### config.mk
export PLATFORM = sky130hd
export DESIGN_NAME = mm_mac_engine
export DESIGN_NICKNAME = d
export VERILOG_FILES = /design/src/rtl/mm_mac_engine.sv
export SDC_FILE = /design/constraint.sdc
export NUM_CORES = 2
export LEC_CHECK = 0
export CAP_MARGIN = 20
export CORE_ASPECT_RATIO = 0.6
export CORE_UTILIZATION = 35
export DETAILED_ROUTE_END_ITERATION = 8
export PLACE_DENSITY_LB_ADDON = 0.2
export SYNTH_ARGS = -nofsm -noshare
export SYNTH_HDL_FRONTEND = slang
export SYNTH_SLANG_ARGS = --single-unit
### constraint.sdc
create_clock -name clk -period 15.05 [get_ports clk]
set_clock_uncertainty 0.2 [all_clocks]
set_input_delay 3.01 -clock clk [delete_from_list [all_inputs] [get_ports clk]]
set_output_delay 3.01 -clock clk [all_outputs]
set_load 0.1 [all_outputs]
### src/rtl/mm_mac_engine.sv
// Sequential matrix-vector multiply-accumulate engine: one MAC term per cycle, one result write per row.
// Optional build macro MM_RELU_EN clamps negative saturated results to zero before they are written.
module mm_mac_engine #(
    parameter int IN_DIM    = 784,
    parameter int OUT_DIM   = 5,
    parameter int FRAC_BITS = 16
) (
    input  logic               clk,
    input  logic               reset,
    input  logic               start,
    output logic               busy,
    output logic               done,
    output logic [15:0]        weight_addr,
    input  logic signed [31:0] weight_data,
    output logic [15:0]        in_addr,
    input  logic signed [31:0] in_data,
    output logic               out_wr_en,
    output logic [15:0]        out_addr,
    output logic signed [31:0] out_data
);

    typedef enum logic [1:0] {
        IDLE  = 2'd0,
        MAC   = 2'd1,
        WRITE = 2'd2,
        DONE  = 2'd3
    } state_t;

    localparam logic [15:0]        LAST_COL = 16'(IN_DIM - 1);
    localparam logic [15:0]        LAST_ROW = 16'(OUT_DIM - 1);
    localparam logic signed [73:0] SAT_MAX  = 74'sd2147483647;
    localparam logic signed [73:0] SAT_MIN  = -74'sd2147483648;

    state_t             state_q, state_d;
    logic [15:0]        row_q, row_d;
    logic [15:0]        col_q, col_d;
    logic [15:0]        waddr_q, waddr_d;
    logic signed [73:0] acc_q, acc_d;
    logic               busy_q, busy_d;
    logic               done_q, done_d;
    logic               out_wr_en_q, out_wr_en_d;
    logic [15:0]        out_addr_q, out_addr_d;
    logic signed [31:0] out_data_q, out_data_d;

    logic signed [63:0] prod;
    logic signed [73:0] acc_sum;
    logic signed [73:0] shifted;
    logic signed [31:0] sat_val;
    logic signed [31:0] result;

    // Full-width signed product, then sign-extended into the wide accumulator.
    assign prod    = $signed({{32{weight_data[31]}}, weight_data})
                   * $signed({{32{in_data[31]}}, in_data});
    assign acc_sum = acc_q + $signed({{10{prod[63]}}, prod});
    assign shifted = acc_sum >>> FRAC_BITS;

    always_comb begin
        sat_val = shifted[31:0];
        if (shifted > SAT_MAX) begin
            sat_val = 32'sh7FFF_FFFF;
        end else if (shifted < SAT_MIN) begin
            sat_val = 32'sh8000_0000;
        end
    end

`ifdef MM_RELU_EN
    assign result = sat_val[31] ? 32'sd0 : sat_val;
`else
    assign result = sat_val;
`endif

    always_comb begin
        state_d    = state_q;
        row_d      = row_q;
        col_d      = col_q;
        waddr_d    = waddr_q;
        acc_d      = acc_q;
        out_addr_d = out_addr_q;
        out_data_d = out_data_q;

        case (state_q)
            IDLE: begin
                if (start) begin
                    state_d = MAC;
                    row_d   = 16'd0;
                    col_d   = 16'd0;
                    waddr_d = 16'd0;
                    acc_d   = '0;
                end
            end
            MAC: begin
                acc_d = acc_sum;
                if (col_q == LAST_COL) begin
                    // Result of the final term is captured so it appears during WRITE.
                    state_d    = WRITE;
                    out_addr_d = row_q;
                    out_data_d = result;
                end else begin
                    col_d   = col_q + 16'd1;
                    waddr_d = waddr_q + 16'd1;
                end
            end
            WRITE: begin
                acc_d = '0;
                row_d = row_q + 16'd1;
                if (row_q == LAST_ROW) begin
                    // Addresses stay at their last MAC values through DONE.
                    state_d = DONE;
                end else begin
                    state_d = MAC;
                    col_d   = 16'd0;
                    waddr_d = waddr_q + 16'd1;
                end
            end
            DONE: begin
                state_d = IDLE;
                row_d   = 16'd0;
                col_d   = 16'd0;
                waddr_d = 16'd0;
            end
            default: begin
                state_d = IDLE;
            end
        endcase

        busy_d      = (state_d != IDLE);
        done_d      = (state_d == DONE);
        out_wr_en_d = (state_d == WRITE);
    end

    always_ff @(posedge clk) begin
        if (reset) begin
            state_q     <= IDLE;
            row_q       <= 16'd0;
            col_q       <= 16'd0;
            waddr_q     <= 16'd0;
            acc_q       <= '0;
            busy_q      <= 1'b0;
            done_q      <= 1'b0;
            out_wr_en_q <= 1'b0;
            out_addr_q  <= 16'd0;
            out_data_q  <= 32'sd0;
        end else begin
            state_q     <= state_d;
            row_q       <= row_d;
            col_q       <= col_d;
            waddr_q     <= waddr_d;
            acc_q       <= acc_d;
            busy_q      <= busy_d;
            done_q      <= done_d;
            out_wr_en_q <= out_wr_en_d;
            out_addr_q  <= out_addr_d;
            out_data_q  <= out_data_d;
        end
    end

    assign busy        = busy_q;
    assign done        = done_q;
    assign weight_addr = waddr_q;
    assign in_addr     = col_q;
    assign out_wr_en   = out_wr_en_q;
    assign out_addr    = out_addr_q;
    assign out_data    = out_data_q;

endmodule
==> results.yml <==
flow_run:
  max_cap_violations: 0
die:
  die_area_um2: 149000
  die_height_um: 299
  coreArea_um2: 145000
  ios: 150
  die-width_um: 497
  rows: 108
  initial_core_util_pct: 35.5
route:
  via_per_inst: 4.93
  vias: 37400
  antenna_left: 0
  drc_errors: 0
  wl_per_cell_um: 20.6
  wl_um: 156000
  firstDrtPassIters: 7
  drt_iter0_markers: 2900
grt:
  grt_pass1_wl_um: 248000
  antenna_found_initial: 5
  grt_max_degree: 79
  grt-ovfl-total: 0
  track_usage_pct: 21.8
  grt_pass1_vias: 39300
cts:
  cts_sinks: 175
  clk_latency_ns: 0.48
  cts_max_level: 4
  root_buffer: "clkbuf_16"
  cts_buffers: 17
  post_cts_buffers: 0
  cts_buffer_depth: 2
  path_clk_slew_ns: 0.08
  cts-resized-gates: 0
  cts_tree: "done"
  hold_buffers: 0
logic_synthesis:
  synth-seq-cells: 175
  yosysWarnings: 0
  ys_types: 85
  synthArstFlopShare_pct: 0
  postSynthCellCount: 5646
  synth_top_area_share_pct: 50.5
  avgSynthCellArea_um2: 9.13
  synth-edff-count: 0
  synth-main-ff-cell: "dfxtp_1"
  syn_nets: 7262
  synthTopCellsByArea: "fa_1, inv_1, dfxtp_1"
  synth.largest_area_cell: "fa_1"
  seq_area_frac_synth_pct: 6.80
  syn_area_um2: 51500
hold_path:
  hold_path.class: "reg2reg"
place:
  gp_congestion: 0.949
  post-dp-hpwl_um: 134000
  port_buffers: 149
timing:
  rsz0062_at_grt: "no"
  fin_setup_tns_ns: 0
  relSlewSlack_pct: 21.4
  maxSlewViolCount: 0
  worstMarginPinSlew_ns: 1.18
  final-hold-violation-count: 0
  fmaxAchievable_ghz: 0.0742
  fin_crit_sh_pct: 89.6
  finalCriticalPeriod_ns: 13.48
  setup_viol: 0
critical_path:
  cp-start-kind: "primary input"
  critical_path_required_ns: 15.26
  crit_family: "adder cells"
  cp_common_cell: "fa_1"
  rrSetupSlack_ns: 5.81
  critPathArrivalTime_ns: 13.69
  crit_type: "in2reg"
  max_stage_delay_ns: 1.24
  cpMaxStageDelayCell: "clkdlybuf4s50_1"
  worstPathMaxFanout: 31
  worst-path-buf-inv: 7
  end_kind: "register"
finish:
  final_cell_mix: "inv_1, fa_1, nand2_1, and2_1, nor2_1"
  area_delta_synth_final_pct: 8.47
  nNetsFinal: 7257
  final_common_cell: "inv_1"
  drive_above_1_share_pct: 4.71
run_status:
  status: "completed"
==> cell usage after synthesis, drive strengths merged, types with 48 or more instances <==
cell / number
inv: 1335
and2: 467
o21ai: 112
nor2: 255
nand4: 57
nand2: 731
buf: 59
xor2: 54
xnor2: 48
ha: 249
fa: 1300
dfxtp: 175
a21oi: 131
clkbuf: 234
a22oi: 62
==> registers in the layout, summed over array words and instances (netlist names), 2 cells and up <==
| signal | count |
|---|---|
| weight_addr | 16 |
| in_addr | 16 |
| state_q | 2 |
| acc_q | 74 |
| row_q | 16 |
| out_data | 32 |
| out_addr | 16 |
==> tightest hold or removal path, cell delays in order, from the launching register on <==
cell and delay, ns:
dfxtp_1 0.32, nand2_1 0.05, a21oi_1 0.05
==> routing by layer <==
| layer | wire (um) | vias up | GRT usage, % |
|---|---|---|---|
| met5 | 11 | - | 0 |
| met3 | 11200 | 71 | 3.75 |
| met1 | 80800 | 19600 | 35.7 |
| met4 | 1420 | 2 | 2.69 |
| li1 | - | 16700 | - |
| met2 | 62700 | 1073 | 30.0 |
==> cell families after synthesis <==
group           Yosys count  synth area share [%]
compound gates          484                  6.70
xor+xnor                102                  1.73
fa+ha+maj              1549                  56.5
buf+inv                1628                  12.1
flops                   175                  6.80
mux                       8                 0.163
simple gates           1700                  16.0
==> area by class of cell <==
class / instances / area, um^2
well taps: 1925 / 2410
clock inverters: 14 / 213
clock buffers: 17 / 425
repair buffers: 269 / 2530
diodes: 1 / 2.50
multi-input cells: 3843 / 41800
inverters: 1335 / 5010
flip-flops and latches: 175 / 3500
fillers: 14800 / 89500
==> worst paths after layout <==
check                               from                   endpoint  depth (start not counted)
setup / recovery              in_data[9]  out_data[27]$_SDFFE_PP0P_                         28
hold / removal     acc_q[2]$_SDFFE_PP0P_      acc_q[2]$_SDFFE_PP0P_                          2
setup reg to reg  acc_q[20]$_SDFFE_PP0P_  out_data[27]$_SDFFE_PP0P_                         27
hold reg to reg    acc_q[2]$_SDFFE_PP0P_      acc_q[2]$_SDFFE_PP0P_                          2
==> stage by stage <==
step	hold slack (ns)	area [um^2]	setup slack (ns)	instances	util, %
after detailed placement	0.246	55100	1.13	7541	37.9
final	0.256	55900	1.57	7579	38.5
after global placement	0.241	55100	1.34	7539	37.9
after floorplan	0.232	51500	2.73	5646	-
after CTS	0.258	55700	1.63	7572	38.3
after global routing	0.273	55900	0.951	7578	38.5
Power is not shown: default switching activity piles up to over one toggle a cycle in this logic, so the estimate is an artifact.
